--- src/rtl/cls_pkg.sv ---
// Shared definitions for the carry-select subtractor family:
// FSM state encoding and the width of one arithmetic slice.
package cls_pkg;

    localparam int SLICE_W = 4;

    typedef enum logic [1:0] {
        IDLE = 2'd0,
        CALC = 2'd1,
        DONE = 2'd2
    } state_e;

endpackage : cls_pkg

--- src/rtl/cls_4bit.sv ---
// 4-bit carry-select adder slice: both carry-in cases are computed in parallel
// and the real carry_start picks one.
module cls_4bit
    import cls_pkg::*;
(
    input  logic [SLICE_W-1:0] a,
    input  logic [SLICE_W-1:0] b,
    input  logic               carry_start,
    output logic [SLICE_W-1:0] sum,
    output logic               carry_out
);

    logic [SLICE_W:0] sum_c0;
    logic [SLICE_W:0] sum_c1;

    assign sum_c0 = {1'b0, a} + {1'b0, b};
    assign sum_c1 = {1'b0, a} + {1'b0, b} + (SLICE_W + 1)'(1);

    assign {carry_out, sum} = carry_start ? sum_c1 : sum_c0;

endmodule : cls_4bit

--- src/rtl/cls_sub_16bit_seq.sv ---
// Sequential subtractor: a - b computed as a + ~b + 1, one nibble per cycle
// LSB first through a single shared cls_4bit slice, carry held in a register.
module cls_sub_16bit_seq
    import cls_pkg::*;
#(
    parameter int WIDTH = 16
) (
    input  logic             clk,
    input  logic             rst_n,
    input  logic             start,
    input  logic [WIDTH-1:0] a,
    input  logic [WIDTH-1:0] b,
    output logic             ready,
    output logic             done,
    output logic [WIDTH-1:0] diff,
    output logic             borrow,
    output logic             overflow
);

    localparam int NIB   = WIDTH / SLICE_W;
    localparam int IDX_W = (NIB > 1) ? $clog2(NIB) : 1;
    localparam logic [IDX_W-1:0] LAST_IDX = IDX_W'(NIB - 1);

    state_e           state_q, state_d;
    logic [WIDTH-1:0] a_q, a_d;
    logic [WIDTH-1:0] nb_q, nb_d;
    logic [WIDTH-1:0] diff_q, diff_d;
    logic [IDX_W-1:0] idx_q, idx_d;
    logic             carry_q, carry_d;
    logic             ready_q, ready_d;
    logic             done_q, done_d;
    logic             borrow_q, borrow_d;
    logic             ovf_q, ovf_d;

    logic [SLICE_W-1:0] slice_a;
    logic [SLICE_W-1:0] slice_b;
    logic [SLICE_W-1:0] slice_sum;
    logic               slice_cout;

    // Operands are stored with b already inverted, so the slice only adds.
    assign slice_a = a_q[idx_q*SLICE_W +: SLICE_W];
    assign slice_b = nb_q[idx_q*SLICE_W +: SLICE_W];

    cls_4bit u_slice (
        .a           (slice_a),
        .b           (slice_b),
        .carry_start (carry_q),
        .sum         (slice_sum),
        .carry_out   (slice_cout)
    );

    always_comb begin
        // NOTE: every _d starts from its held value so no branch leaves it unassigned (no latch).
        state_d  = state_q;
        a_d      = a_q;
        nb_d     = nb_q;
        diff_d   = diff_q;
        idx_d    = idx_q;
        carry_d  = carry_q;
        borrow_d = borrow_q;
        ovf_d    = ovf_q;

        unique case (state_q)
            IDLE, DONE: begin
                if (start) begin
                    state_d = CALC;
                    a_d     = a;
                    nb_d    = ~b;
                    idx_d   = '0;
                    carry_d = 1'b1;
                end else begin
                    state_d = IDLE;
                end
            end
            CALC: begin
                diff_d[idx_q*SLICE_W +: SLICE_W] = slice_sum;
                carry_d = slice_cout;
                if (idx_q == LAST_IDX) begin
                    state_d  = DONE;
                    idx_d    = '0;
                    borrow_d = ~slice_cout;
                    // b's sign bit is the inverse of the stored ~b sign bit.
                    ovf_d    = (a_q[WIDTH-1] ^ ~nb_q[WIDTH-1])
                             & (a_q[WIDTH-1] ^ slice_sum[SLICE_W-1]);
                end else begin
                    idx_d = idx_q + IDX_W'(1);
                end
            end
            default: state_d = IDLE;
        endcase

        ready_d = (state_d != CALC);
        done_d  = (state_d == DONE);
    end

    always_ff @(posedge clk or negedge rst_n) begin
        if (!rst_n) begin
            state_q  <= IDLE;
            a_q      <= '0;
            nb_q     <= '0;
            diff_q   <= '0;
            idx_q    <= '0;
            carry_q  <= 1'b0;
            ready_q  <= 1'b1;
            done_q   <= 1'b0;
            borrow_q <= 1'b0;
            ovf_q    <= 1'b0;
        end else begin
            // NOTE: non-blocking so every flop updates from the same pre-edge values.
            state_q  <= state_d;
            a_q      <= a_d;
            nb_q     <= nb_d;
            diff_q   <= diff_d;
            idx_q    <= idx_d;
            carry_q  <= carry_d;
            ready_q  <= ready_d;
            done_q   <= done_d;
            borrow_q <= borrow_d;
            ovf_q    <= ovf_d;
        end
    end

    assign ready    = ready_q;
    assign done     = done_q;
    assign diff     = diff_q;
    assign borrow   = borrow_q;
    assign overflow = ovf_q;

endmodule : cls_sub_16bit_seq

--- config.mk ---
export PLATFORM = sky130hd
export DESIGN_NAME = cls_sub_16bit_seq
export DESIGN_NICKNAME = d
export VERILOG_FILES = /design/src/rtl/cls_pkg.sv /design/src/rtl/cls_4bit.sv /design/src/rtl/cls_sub_16bit_seq.sv
export SDC_FILE = /design/constraint.sdc
export NUM_CORES = 1
export LEC_CHECK = 0
export CELL_PAD_IN_SITES_DETAIL_PLACEMENT = 1
export CELL_PAD_IN_SITES_GLOBAL_PLACEMENT = 2
export CORE_AREA = 2 2 94 96
export CTS_BUF_LIST = sky130_fd_sc_hd__clkbuf_16
export CTS_CLUSTER_SIZE = 24
export DETAILED_ROUTE_END_ITERATION = 16
export DIE_AREA = 0 0 96 98
export PLACE_DENSITY_LB_ADDON = 0.3
export SETUP_SLACK_MARGIN = 0.5
export SYNTH_ARGS = -nofsm -noshare
export SYNTH_HDL_FRONTEND = slang
export SYNTH_SLANG_ARGS = --single-unit
export TNS_END_PERCENT = 20
--- constraint.sdc ---
create_clock -name clk -period 4.05 [get_ports clk]
set_input_delay 0.6075 -clock clk [delete_from_list [all_inputs] [get_ports clk]]
set_output_delay 0.6075 -clock clk [all_outputs]
set_load 0.05 [all_outputs]
Word-level counts from Yosys, hierarchy flattened
Index checks and enable logic that the tools add are counted.
{"block": "classes", "n_addsub": 4, "n_eq_ne": 6, "shifts": 4, "n_mux": 10, "bitwise_logic": 6, "n_reduce_logical": 6}
{"op": "$neg 4->34", "n": 1}
{"op": "$shift 4x34->16 const A", "n": 1}
{"op": "$shiftx 4x34->16", "n": 1}
{"op": "$shiftx 16x5->4", "n": 2}
{"op": "$bwmux 16", "n": 1}
{"op": "$not 16->16", "n": 1}
{"op": "$pmux 2 s2", "n": 2}
{"op": "$eq 2x2->1 const B", "n": 3}
{"op": "$mux 2", "n": 3}
{"op": "$reduce_and 2->1", "n": 3}
{"op": "$add 4x4->5", "n": 1}
{"op": "$add 5x1->5 const B", "n": 1}
{"op": "$mux 5", "n": 1}
{"op": "$add 2x1->2 const B", "n": 1}
{"op": "$eq 2x1->1 const B", "n": 1}
{"op": "$logic_not 2->1", "n": 1}
{"op": "$mux 1", "n": 2}
{"op": "$ne 2x1->1 const B", "n": 1}
{"op": "$ne 2x2->1 const B", "n": 1}
{"op": "$not 1->1", "n": 2}
{"op": "$pmux 1 s2", "n": 1}
{"op": "$reduce_bool 2->1", "n": 1}
{"op": "$reduce_or 2->1", "n": 1}
{"op": "$xor 1x1->1", "n": 2}
{"op": "$and 1x1->1", "n": 1}
{"block": "word_totals", "reg_bits": 57, "input_bits": 35, "elab_cells": 46}

Logic depth before layout (Yosys ltp)
{"block": "logic_depth", "depth_word": 6, "ltp_mapped": 12, "depth_no_buf": 10}

By module
Synthesis repeated with hierarchy kept, for this count alone.
{"block": "unflattened", "cells_unflattened": 225, "area_unflattened_um2": 2715.1}
{"module": "cls_sub_16bit_seq", "n_inst": 1, "cells_each": 191, "area_per_inst_um2": 2466.1, "seq_area_each_um2": 1427.6}
{"module": "cls_4bit", "n_inst": 1, "cells_each": 34, "area_per_inst_um2": 249.0, "seq_area_each_um2": 0.0}

Worst setup path after synthesis
No wires, ideal clock.
{"block": "synth_path", "kind": "register to register", "from": "register idx_q[0]", "to": "register borrow_q (netlist: borrow)", "setup_time_ps": 125, "arrival_time_ps": 3141, "path_slack_ps": 784, "path_stages_with_launch": 13, "n_path_buf": 2, "synth_period_minus_slack_ps": 3266, "cell_sequence": "dfrtp_1 clkbuf_1 buf_2 mux4_2 ha_1 inv_1 fa_1 inv_1 ha_1 nand2_1 nor4b_1 xor2_1 mux2_2"}
{"block": "synth_between", "elab_chain_len": 5, "elab_cells_between_ends": 8, "classes_between": "2 x add/sub; 1 x eq/ne; 2 x shift; 1 x mux; 1 x bitwise; 1 x reduce/logical"}
{"item": "from (decl)", "line_no": "cls_sub_16bit_seq.sv:28", "source": "logic [IDX_W-1:0] idx_q, idx_d;"}
{"item": "from (signal assigned)", "line_no": "cls_sub_16bit_seq.sv:114", "source": "idx_q <= idx_d;"}
{"item": "$shiftx 16x5->4 (on tied branches)", "line_no": "cls_sub_16bit_seq.sv:41, cls_sub_16bit_seq.sv:42"}
{"item": "$add 4x4->5", "line_no": "cls_4bit.sv:16, cls_4bit.sv:17"}
{"item": "$add 5x1->5", "line_no": "cls_4bit.sv:17", "source": "assign sum_c1 = {1'b0, a} + {1'b0, b} + (SLICE_W + 1)'(1);"}
{"item": "$mux 5", "line_no": "cls_4bit.sv:19", "source": "assign {carry_out, sum} = carry_start ? sum_c1 : sum_c0;"}
{"item": "$not 1->1", "line_no": "cls_sub_16bit_seq.sv:81", "source": "borrow_d = ~slice_cout;"}
{"item": "to (signal assigned)", "line_no": "cls_sub_16bit_seq.sv:118", "source": "borrow_q <= borrow_d;"}
{"item": "to (decl)", "line_no": "cls_sub_16bit_seq.sv:32", "source": "logic borrow_q, borrow_d;"}
Parallel ways exist; a longest one is shown, timed or not.
A chain may end at the register's enable or synchronous reset.

Final worst setup path
Same ends and word-level chain as after synthesis.

==> flow_summary_export.csv <==
group,metric,value,unit
yosys,synthArstFlopShare,1.000,
pwr,power.density,1000,nW/um^2
placement,place_hpwl,4663,um
floorplan,dieArea,9408,sq um
setup_path,path_class,"reg -> reg",
yosys,ys.flop_type,"dfrtp_1",
status,status,"finished, final reports clean",
yosys,ys_top_cells_by_count,"nand2_1, dfrtp_1, o21ai_0, ha_1",
drt,first_pass_iters,4,
timing,clock_skew,0.006116,ns
timing,max_freq,310.1,MHz
yosys,yosysMostFrequentCell,"nand2_1",
global_routing,grt-ovfl-total,0,
timing,slew_headroom,0.5072,
drt,num_vias,1975,
floorplan,num_rows,34,
layout,diodes,0,
timing,hold_viol,0,
pwr,power,0.003601,W
yosys,synth_edf_count,0,
yosys,syn_area_per_cell,10.32,sq um
setup_path,crit_buf_inv,2,
yosys,synth_cells,254,
yosys,synth.largest_area_cell,"dfrtp_1",
clock_network,cts.repair.resized,0,
yosys,yosys.area.top_type_share,0.5346,
clock_network,cts_buffers,9,
pwr,ir_drop,291.5,uV
clock_network,post-cts-setup-buffer-count,0,
global_routing,grt_max_degree,49,
layout,post-route-util,0.4252,
yosys,synth_fp_nets,301,
placement,place.gp.congestion,0.7854,
floorplan,die_w,96,um
layout,drive_gt1_frac,0.1167,
timing,worst_slack,0.8251,ns
setup_path,slowest_delay,0.67,ns
timing,period_share,0.7963,
timing,rsz0062_at_grt,"no",
floorplan,start_util,0.3096,
yosys,synth-seq-area-share,0.5446,
timing,worst_slew_pin_slew,0.7377,ns
global_routing,grt_pass1_wl,10520,um
floorplan,io_pins,55,
yosys,ys_ff_latch,57,
clock_network,cts_hold_buf,0,
clock_network,root_buffer,"clkbuf_16",
yosys,synth.area.top_cells,"dfrtp_1, nand2_1, mux4_2",
placement,preCtsSetupSlack,0.7892,ns
global_routing,grt.total_usage,0.1502,
drt,wl_per_cell,15.02,um
timing,period_needed,3.225,ns
setup_path,worstSetupStartpointType,"flip-flop",
clock_network,cts_sinks,57,
clock_network,cts_tree,"built",
pwr,p_leak,1.630,nW
drt,drcViolationCount,0,
setup_path,crit_family,"multiplexers",
setup_path,critPathSlowestCell,"dfrtp_1",
timing,hold_ws,0.2984,ns
drt,ant_nets,0,
drt,drt_iter0_drc,71,
clock_network,cts_max_level,3,
clock_network,clk_pin_slew,0.05,ns
setup_path,arrival,3.43,ns
layout,fillers,975,
drt,drt_wl_total,6382,um
clock_network,clk_latency,0.33,ns
setup_path,crit_path_start,"idx_q[0]",
yosys,synthesis.area,2621,sq um
yosys,synth_cell_types,35,
yosys,synth_warnings,0,
global_routing,antenna_found_initial,0,
job,drv_cap,0,
timing,drv_slew,0,
min_path,hold_path_class,"in -> async",
drt,via_per_inst,4.647,
timing,setup_viol_count_final,0,
floorplan,core,8466,sq um
timing,setup_tns,0,ns
clock_network,cts_buffer_depth,2,
floorplan,fp.dieH,98,um
global_routing,grt_pass1_vias,2093,
setup_path,path_cells,"mux4_2 -> ha_1 -> inv_1 -> fa_1 -> inv_1 -> ha_1 -> nand2_1 -> nor4b_1 -> xor2_1 -> mux2_2",
setup_path,rr_startpoint,"idx_q[0]",
placement,port_buffers,54,
setup_path,cp.required,4.26,ns
layout,fin_nets,359,
setup_path,crit_fanout,11,
setup_path,endpoint_kind,"flip-flop",
layout,area_growth,37.33,%
## worst register-to-register path: cells and delay by family, from the launching register on
family / cells / cell delay, ns
muxes: 2 / 0.88
adders and majority gates: 3 / 0.79
and+or+nand+nor: 2 / 0.45
DFF: 1 / 0.67
buffers and inverters: 2 / 0.18
xor gates and xnor gates: 1 / 0.15
## final cells by class
class	count	area (sq um)	share of cell area
Sequential cell	57	1428	0.3966
Tap cell	108	135.1	0.03754
Multi-Input combinational cell	176	1114	0.3094
Timing Repair Buffer	58	565.5	0.1571
Inverter	10	37.54	0.01043
Clock buffer	9	225.2	0.06257
Clock inverter	7	95.09	0.02642
## worst paths after layout
check | to | slack, ns | cells past startpoint
max | borrow | 0.83 | 10
min | diff[8] | 0.30 | 1
max reg2reg | borrow | 0.83 | 10
min reg2reg | a_q[10] | 0.47 | 2
max in group asynchronous | ready | 2.87 | 2
min in group clk | a_q[10] | 0.47 | 2
## placed cells by master, fill, tap and decap left out, types with 2 or more instances in the layout
master | synthesis | final
nand2_1 | 87 | 87
nand2b_1 | 2 | 2
mux4_2 | 8 | 8
o21ai_0 | 32 | 32
nand4_1 | 3 | 3
bufinv_16 | 0 | 2
clkdlybuf4s50_1 | 0 | 53
nor2_1 | 6 | 6
nor2b_1 | 2 | 2
clkbuf_16 | 0 | 9
dfrtp_1 | 56 | 56
a21oi_1 | 2 | 2
clkinvlp_4 | 0 | 4
inv_1 | 10 | 10
ha_1 | 11 | 11
xor2_1 | 2 | 2
xnor2_1 | 2 | 2
buf_4 | 0 | 4
## registers in the layout, indices dropped and copies added, names as in the netlist
name	cells
carry_q	1
a_q	16
done	1
ready	1
overflow	1
nb_q	16
diff	16
state_q	2
idx_q	2
borrow	1
## report_power, final
group	internal (W)	switching, W	total (W)
clock network	0.000536	0.000277	0.000813
registers	0.000810	0.000190	0.00100
logic	0.000715	0.00107	0.00179
## kinds of logic (layout without fill, tap and decap cells)
| kind of cell | Yosys count | after routing | share of synthesized area |
|---|---|---|---|
| AO/OA/AOI/OAI | 42 | 42 | 0.09881 |
| flip-flops | 57 | 57 | 0.5446 |
| buffers and inverters | 21 | 84 | 0.03055 |
| multiplexers | 10 | 10 | 0.07685 |
| AND/OR/NAND/NOR | 108 | 108 | 0.1757 |
| adder cells (fa/ha/maj) | 12 | 12 | 0.06014 |
| XOR/XNOR | 4 | 4 | 0.01337 |
## through the flow
| stage | cells | area (sq um) |
|---|---|---|
| 2_1_floorplan | 254 | 2621 |
| 3_3_place_gp | 409 | 3279 |
| 3_5_place_dp | 409 | 3279 |
| 4_1_cts | 425 | 3600 |
| 5_1_grt | 425 | 3600 |
| 6_report | 425 | 3600 |
## per-layer routing
| metal | global-route usage | part of all wire |
|---|---|---|
| met1 | 0.1944 | 0.46 |
| met2 | 0.2350 | 0.48 |
| met3 | 0.03472 | 0.031 |
| met4 | 0.07253 | 0.022 |
| met5 | 0 | 0 |
Note: power is estimated with default switching activity, not from simulation.
